$ cat src/rtl/imm_extend_pipe_if.sv
// ---------------------------------------------------------------------------
// imm_extend_pipe_if
// Bundles the upstream (in_*) and downstream (out_*) handshakes of the
// immediate-extension pipe, plus its flush input and occupancy output.
//   flush      : invalidate every slot at the next edge
//   in_valid   : upstream offers in_imm/in_mode/in_tag
//   in_ready   : pipe accepts this cycle
//   in_imm     : raw immediate, IN_W bits
//   in_mode    : 00 SEXT, 01 ZEXT, 10 LUI, 11 SEXT_SHL2
//   in_tag     : sideband carried unchanged
//   out_valid  : out_imm/out_tag hold a valid item
//   out_ready  : downstream accepts this cycle
//   out_imm    : extended immediate, OUT_W bits
//   out_tag    : tag belonging to out_imm
//   occupancy  : number of valid slots
// master = producer/consumer side (e.g. the bench), slave = the pipe.
// ---------------------------------------------------------------------------
interface imm_extend_pipe_if #(
    parameter int IN_W  = 16,
    parameter int OUT_W = 32,
    parameter int TAG_W = 5
);
    logic             flush;
    logic             in_valid;
    logic             in_ready;
    logic [IN_W-1:0]  in_imm;
    logic [1:0]       in_mode;
    logic [TAG_W-1:0] in_tag;
    logic             out_valid;
    logic             out_ready;
    logic [OUT_W-1:0] out_imm;
    logic [TAG_W-1:0] out_tag;
    logic [2:0]       occupancy;

    modport master (
        output flush, in_valid, in_imm, in_mode, in_tag, out_ready,
        input  in_ready, out_valid, out_imm, out_tag, occupancy
    );

    modport slave (
        input  flush, in_valid, in_imm, in_mode, in_tag, out_ready,
        output in_ready, out_valid, out_imm, out_tag, occupancy
    );
endinterface

$ cat src/rtl/imm_extend_pipe.sv
// ---------------------------------------------------------------------------
// imm_extend_pipe
// Pipelined immediate-extension unit for the ID stage. The immediate is
// extended combinationally on entry (SEXT, ZEXT, LUI, SEXT<<2) and the
// result travels with its tag through STAGES register slots. Every slot has
// its own valid bit and advances whenever the slot ahead is empty or is
// itself advancing, so bubbles collapse and a full pipe streams one item
// per cycle.
// Ports:
//   clk   : rising-edge clock
//   rst_n : asynchronous active-low reset
//   bus   : imm_extend_pipe_if.slave (handshakes, flush, occupancy)
// Parameters: IN_W >= 2, OUT_W > IN_W, STAGES 1..4, TAG_W >= 1.
// ---------------------------------------------------------------------------
module imm_extend_pipe #(
    parameter int IN_W   = 16,
    parameter int OUT_W  = 32,
    parameter int STAGES = 2,
    parameter int TAG_W  = 5
) (
    input  logic             clk,
    input  logic             rst_n,
    imm_extend_pipe_if.slave bus
);
    typedef enum logic [1:0] {
        MODE_SEXT      = 2'b00,
        MODE_ZEXT      = 2'b01,
        MODE_LUI       = 2'b10,
        MODE_SEXT_SHL2 = 2'b11
    } mode_e;

    localparam int PAD_W = OUT_W - IN_W;

    logic [STAGES-1:0] valid_q;
    logic [STAGES-1:0] valid_d;
    logic [STAGES-1:0] move;      // slot i hands its item on at this edge
    logic [OUT_W-1:0]  imm_q [STAGES];
    logic [TAG_W-1:0]  tag_q [STAGES];
    logic [2:0]        occ_q;
    logic [2:0]        occ_d;
    logic              in_ready_c;
    logic              accept;
    logic [OUT_W-1:0]  sext_imm;
    logic [OUT_W-1:0]  ext_imm;

    // ------------------------------------------------------------------
    // Entry-side extension
    // ------------------------------------------------------------------
    always_comb begin : extend
        sext_imm = {{PAD_W{bus.in_imm[IN_W-1]}}, bus.in_imm};
        // NOTE: assign a default before the case so every path drives
        // ext_imm; otherwise the tool infers a latch.
        ext_imm  = sext_imm;
        case (bus.in_mode)
            MODE_SEXT:      ext_imm = sext_imm;
            MODE_ZEXT:      ext_imm = {{PAD_W{1'b0}}, bus.in_imm};
            MODE_LUI:       ext_imm = {{PAD_W{1'b0}}, bus.in_imm} << IN_W;
            MODE_SEXT_SHL2: ext_imm = sext_imm << 2;
            default:        ext_imm = sext_imm;
        endcase
    end

    // ------------------------------------------------------------------
    // Flow control: resolve moves from the output end backwards, because a
    // full slot may advance only when the slot ahead is empty or leaving.
    // ------------------------------------------------------------------
    always_comb begin : flow
        move = '0;
        move[STAGES-1] = valid_q[STAGES-1] & bus.out_ready;
        for (int i = STAGES - 2; i >= 0; i--) begin
            move[i] = valid_q[i] & (~valid_q[i+1] | move[i+1]);
        end
    end

    assign in_ready_c = ~valid_q[0] | move[0];
    assign accept     = bus.in_valid & in_ready_c;

    // Next valid bits and the occupancy they imply. Flush overrides
    // everything, including an accept in the same cycle.
    always_comb begin : next_valid
        valid_d    = valid_q;
        occ_d      = '0;
        valid_d[0] = accept | (valid_q[0] & ~move[0]);
        for (int i = 1; i < STAGES; i++) begin
            valid_d[i] = move[i-1] | (valid_q[i] & ~move[i]);
        end
        if (bus.flush) begin
            valid_d = '0;
        end
        for (int i = 0; i < STAGES; i++) begin
            occ_d = occ_d + {2'b00, valid_d[i]};
        end
    end

    // ------------------------------------------------------------------
    // Slot registers
    // ------------------------------------------------------------------
    // NOTE: sequential state uses non-blocking assignments so each slot
    // samples its predecessor's pre-edge value.
    always_ff @(posedge clk or negedge rst_n) begin : slots
        if (!rst_n) begin
            valid_q <= '0;
            occ_q   <= '0;
            // NOTE: payload registers are reset too, only so outputs read
            // as zero after reset; the valid bits alone carry function.
            for (int i = 0; i < STAGES; i++) begin
                imm_q[i] <= '0;
                tag_q[i] <= '0;
            end
        end else begin
            valid_q <= valid_d;
            occ_q   <= occ_d;
            if (accept) begin
                imm_q[0] <= ext_imm;
                tag_q[0] <= bus.in_tag;
            end
            // A stalled slot never loads, which keeps the output stable
            // while out_valid is high and out_ready is low.
            for (int i = 1; i < STAGES; i++) begin
                if (move[i-1]) begin
                    imm_q[i] <= imm_q[i-1];
                    tag_q[i] <= tag_q[i-1];
                end
            end
        end
    end

    assign bus.in_ready  = in_ready_c;
    assign bus.out_valid = valid_q[STAGES-1];
    assign bus.out_imm   = imm_q[STAGES-1];
    assign bus.out_tag   = tag_q[STAGES-1];
    assign bus.occupancy = occ_q;
endmodule
$ cat src/flat_wrapper.sv
// flat-port wrapper written by rule: the top's interface ports become plain ports
module imm_extend_pipe_flat 
#(
    parameter int IN_W   = 16,
    parameter int OUT_W  = 32,
    parameter int STAGES = 2,
    parameter int TAG_W  = 5
)
  (clk, rst_n, bus_flush, bus_in_valid, bus_in_imm, bus_in_mode, bus_in_tag, bus_out_ready, bus_in_ready, bus_out_valid, bus_out_imm, bus_out_tag, bus_occupancy);
  imm_extend_pipe_if #(.IN_W(IN_W), .OUT_W(OUT_W), .TAG_W(TAG_W)) bus_i ();
  input  logic clk;
  input  logic rst_n;
  input wire logic [$bits(bus_i.flush)-1:0] bus_flush;
  input wire logic [$bits(bus_i.in_valid)-1:0] bus_in_valid;
  input wire logic [$bits(bus_i.in_imm)-1:0] bus_in_imm;
  input wire logic [$bits(bus_i.in_mode)-1:0] bus_in_mode;
  input wire logic [$bits(bus_i.in_tag)-1:0] bus_in_tag;
  input wire logic [$bits(bus_i.out_ready)-1:0] bus_out_ready;
  output wire logic [$bits(bus_i.in_ready)-1:0] bus_in_ready;
  output wire logic [$bits(bus_i.out_valid)-1:0] bus_out_valid;
  output wire logic [$bits(bus_i.out_imm)-1:0] bus_out_imm;
  output wire logic [$bits(bus_i.out_tag)-1:0] bus_out_tag;
  output wire logic [$bits(bus_i.occupancy)-1:0] bus_occupancy;
  assign bus_i.flush = bus_flush;
  assign bus_i.in_valid = bus_in_valid;
  assign bus_i.in_imm = bus_in_imm;
  assign bus_i.in_mode = bus_in_mode;
  assign bus_i.in_tag = bus_in_tag;
  assign bus_i.out_ready = bus_out_ready;
  assign bus_in_ready = bus_i.in_ready;
  assign bus_out_valid = bus_i.out_valid;
  assign bus_out_imm = bus_i.out_imm;
  assign bus_out_tag = bus_i.out_tag;
  assign bus_occupancy = bus_i.occupancy;
  imm_extend_pipe #(.IN_W(IN_W), .OUT_W(OUT_W), .STAGES(STAGES), .TAG_W(TAG_W)) u_core (.clk(clk), .rst_n(rst_n), .bus(bus_i));
endmodule
$ cat config.mk
export PLATFORM = sky130hd
export DESIGN_NAME = imm_extend_pipe_flat
export DESIGN_NICKNAME = d
export VERILOG_FILES = /design/src/rtl/imm_extend_pipe_if.sv /design/src/rtl/imm_extend_pipe.sv /design/src/flat_wrapper.sv
export SDC_FILE = /design/constraint.sdc
export NUM_CORES = 1
export LEC_CHECK = 0
export CELL_PAD_IN_SITES_DETAIL_PLACEMENT = 0
export CELL_PAD_IN_SITES_GLOBAL_PLACEMENT = 1
export CORE_MARGIN = 10
export CORE_UTILIZATION = 40
export CTS_BUF_LIST = sky130_fd_sc_hd__clkbuf_2 sky130_fd_sc_hd__clkbuf_4 sky130_fd_sc_hd__clkbuf_8
export CTS_CLUSTER_SIZE = 16
export DETAILED_ROUTE_END_ITERATION = 8
export GPL_TIMING_DRIVEN = 0
export HOLD_SLACK_MARGIN = 0.06
export PLACE_DENSITY = 0.77
export SLEW_MARGIN = 20
export SYNTH_ARGS = -nofsm -noshare
export SYNTH_HDL_FRONTEND = slang
export SYNTH_SLANG_ARGS = --single-unit
$ cat constraint.sdc
create_clock -name clk -period 4 [get_ports clk]
set_input_delay 0.8 -clock clk [delete_from_list [all_inputs] [get_ports clk]]
set_output_delay 0.8 -clock clk [all_outputs]
set_load 0.02 [all_outputs]
==> results of run 1 <==
## state kept, by name, indices dropped and copies added (netlist names)
name / flops
u_core.bus.occupancy: 2
u_core.bus.out_imm: 32
u_core.bus.out_tag: 5
u_core.imm_q: 32
u_core.tag_q: 5
u_core.valid_q: 2
## path summary, 6_finish.rpt
path	startpoint	end	slack, ps
hold reg to reg	u_core.imm_q[59]	u_core.bus.out_imm[27]	500
max in group asynchronous	rst_n	u_core.imm_q[42]	3010
setup / recovery	bus_out_ready	bus_in_ready	750
min in group clk	u_core.imm_q[59]	u_core.bus.out_imm[27]	500
setup reg to reg	u_core.valid_q[1]	u_core.bus.out_imm[3]	2350
hold / removal	rst_n	u_core.bus.out_tag[3]	390
## metrics by stage
stage,power (mW),instance area [um^2],util (%),setup TNS [ps],worst slack [ps]
final,2.36,4950,53.1,0,754
after global routing,2.49,4950,53.1,0,682
after CTS,2.40,4950,53.1,0,743
after detailed placement,1.74,4730,50.7,0,752
after global placement,1.73,4710,50.5,-41750,-540
after floorplan,1.46,3880,-,0,2040
## layout by cell type, fill, tap and decap left out, drive strengths merged, types with 2 or more instances in the layout
cell	netlist	routed
mux2	59	59
inv	5	5
o21ai	2	2
clkbuf	7	16
clkinv	0	4
and2	2	2
buf	52	54
bufinv	0	2
nor2b	16	16
a21oi	89	89
dfrtp	78	78
clkdlybuf4s50	0	66
## cell type report
cell class	count	area (um^2)	area share, %
Buffer	59	457	9.23
Clock buffer	9	124	2.50
Clock inverter	7	98.8	2.00
Inverter	5	18.8	0.379
Multi-Input combinational cell	174	1450	29.3
Sequential cell	78	1950	39.4
Tap cell	129	161	3.26
Timing Repair Buffer	68	688	13.9
## worst reg2reg max path, stage by stage, from the launching register on
cell,delay [ps]
dfrtp_1,450
inv_2,60
o21ai_4,470
buf_12,230
mux2_4,300
## logic make-up after synthesis
family	synth area share, %
compound gates	12.3
fa+ha+maj	0.323
buf+inv	12.3
flops	50.3
mux	20.7
other cells	0.0967
simple gates	4.00
## power by group through the flow
stage                     Clock (mW)  Sequential, mW  Combinational (mW)
after floorplan                    0           0.984               0.475
after global placement             0            1.00               0.728
after detailed placement           0            1.01               0.736
after CTS                      0.666           0.992               0.741
after global routing           0.703            1.01               0.781
final                          0.646           0.990               0.727
## routing by layer
metal  vias to the layer above  wire length, um
met5                         -                0
met4                         0              194
met3                        15              421
met2                        58             3970
met1                      1232             3900
li1                       1213                -
==> results_dict.tcl, run 1 <==
set metrics [dict create \
    pwr-share-clk_pct 27.3 \
    cts_hold_buffers 0 \
    post_cts.repair.setup_buffers 0 \
    cts_resized 0 \
    grt_use_met1_pct 15.8 \
    holdWs_ps 395 \
    post-route-period-util_pct 81.1 \
    clock.fmax_mhz 308 \
    yosys-top-cells-count "89 x a21oi_1, 78 x dfrtp_1, 40 x buf_4, 37 x mux2_4, 22 x mux2_2" \
    p_int_mw 1.71 \
    overflow 0 \
    cts_sinks 78 \
    cp-end-kind "output pin" \
    tightest_slew_ps 585 \
    path_cells "clkdlybuf4s50_1 > nand3b_4 > buf_2 > clkdlybuf4s50_1" \
    tritoncts "yes" \
    numCtsBuffers 9 \
    clk_latency_ps 350 \
    cp_slowest_cell "clkdlybuf4s50_1" \
    p_leak_nw 2.23 \
    wl_mm 8.48 \
    ys_async_sr_fraction_pct 100 \
    diodes 0 \
    rows 35 \
    run_status "finished clean" \
    synth_ff_type "dfrtp_1" \
    max_stage_delay_ps 650 \
    grt_max_degree 43 \
    fin_nets 424 \
    synthTopCellsByArea "dfrtp_1 50%, mux2_4 14%, a21oi_1 11%" \
    ys_ff_latch 78 \
    ys_seq_area_share_pct 50.3 \
    placedCellCount 513 \
    cp_common_cell "clkdlybuf4s50_1" \
    powerDensity_mw_per_mm2 477 \
    synth_fp_nets 345 \
    drc 0 \
    grt_antenna_before_repair 0 \
    yosys.cell_count.top_type "a21oi_1" \
    synthCells 316 \
    post_drt_wl_per_cell_um 16.0 \
    required_ps 3200 \
    num_vias 2518 \
    busiest_layer "met2" \
    grt.total_usage_pct 12.2 \
    arrival_ps 2450 \
    startpoint_type "input port" \
    synth_edf_count 0 \
    first_pass_iters 4 \
    netlist_area_mm2 0.00388 \
    yosys_warnings 0 \
    die-area_mm2 0.0140 \
    synth_cell_types 22 \
    crit_buf_inv 3 \
    clock_path_buffers 2 \
    fill_cells 841 \
    drtIter0Drc 145 \
    area_delta_synth_final_pct 27.7 \
    start_util_pct 41.6 \
    rsz0062_at_grt "no" \
    place.gp.congestion 0.801 \
    ir_worst_vdd_mv 0.204 \
    finalCriticalPeriod_ps 3250 \
    cts-root-buf "clkbuf_8" \
    core_area_mm2 0.00933 \
    critPathMaxFanout 10 \
    swShare_pct 27.7 \
    pin_count 70 \
    fin_worst_skew_ps 15.7 \
    fp.dieW_um 118 \
    dp_hpwl_mm 6.30 \
    syn_area_per_cell_um2 12.3 \
    vias_per_cell 4.76 \
    seqPwrFrac_pct 41.9 \
    grt_pass1_wl_mm 14.2 \
    synth_top_area_cell "dfrtp_1" \
    first_global_vias 2701 \
    cap_viol_max_count 0 \
    hp-class "in2async" \
    fin_cells 529 \
    die-height_um 118 \
    relSlewSlack_pct 60.9 \
    yosysTopAreaCellShare_pct 50.3 \
    path_class "in2out" \
    cts.reportedPaths.clkPinSlew_ps 90 \
    slew_violations 0 \
    path_depth 4 \
    hold_viol_final 0 \
    drive_above_1_share_pct 33.3 \
    drtAntennaViolNets 0 \
    port_buffers 67 \
    met2_usage_pct 19.1 \
    p_comb_share_pct 30.8 \
    power.switching_uw 655 \
    grtUsageMet3_pct 3.14 \
    reg2regPathDepth 4 \
    h-tree-depth 3 \
    crit_family "buffers and inverters" \
    setup_violations 0 \
]
Power figures use the tool's default switching activity.
==> inputs of run 2 (changes only) <==
==> constraint.sdc (replaced) <==
create_clock -name clk -period 3.1 [get_ports clk]
set_input_delay 0.62 -clock clk [delete_from_list [all_inputs] [get_ports clk]]
set_output_delay 0.62 -clock clk [all_outputs]
set_load 0.02 [all_outputs]
==> results of run 2 <==
The final DEF is identical to that of run 1. Status: finished clean.
Main changes from that run: setup slack after placement 752 ps -> 212 ps; setup slack after layout 754 ps -> 214 ps; hold slack 395 ps -> 215 ps; register-to-register setup slack 2350 ps -> 1450 ps; total power 2.36 mW -> 3.05 mW; worst IR drop on VDD 0.204 mV -> 0.263 mV
==> inputs of run 3 (changes only) <==
--- a/config.mk
+++ b/config.mk
@@ -15,6 +15,7 @@
 export GPL_TIMING_DRIVEN = 0
 export HOLD_SLACK_MARGIN = 0.06
 export PLACE_DENSITY = 0.77
+export SETUP_SLACK_MARGIN = 0.1
 export SLEW_MARGIN = 20
 export SYNTH_ARGS = -nofsm -noshare
 export SYNTH_HDL_FRONTEND = slang
==> results of run 3 <==
The final DEF is identical to that of run 1. Status: finished clean.
Main changes from that run: setup slack after placement 752 ps -> 212 ps; setup slack after layout 754 ps -> 214 ps; hold slack 395 ps -> 215 ps; register-to-register setup slack 2350 ps -> 1450 ps; total power 2.36 mW -> 3.05 mW; worst IR drop on VDD 0.204 mV -> 0.263 mV
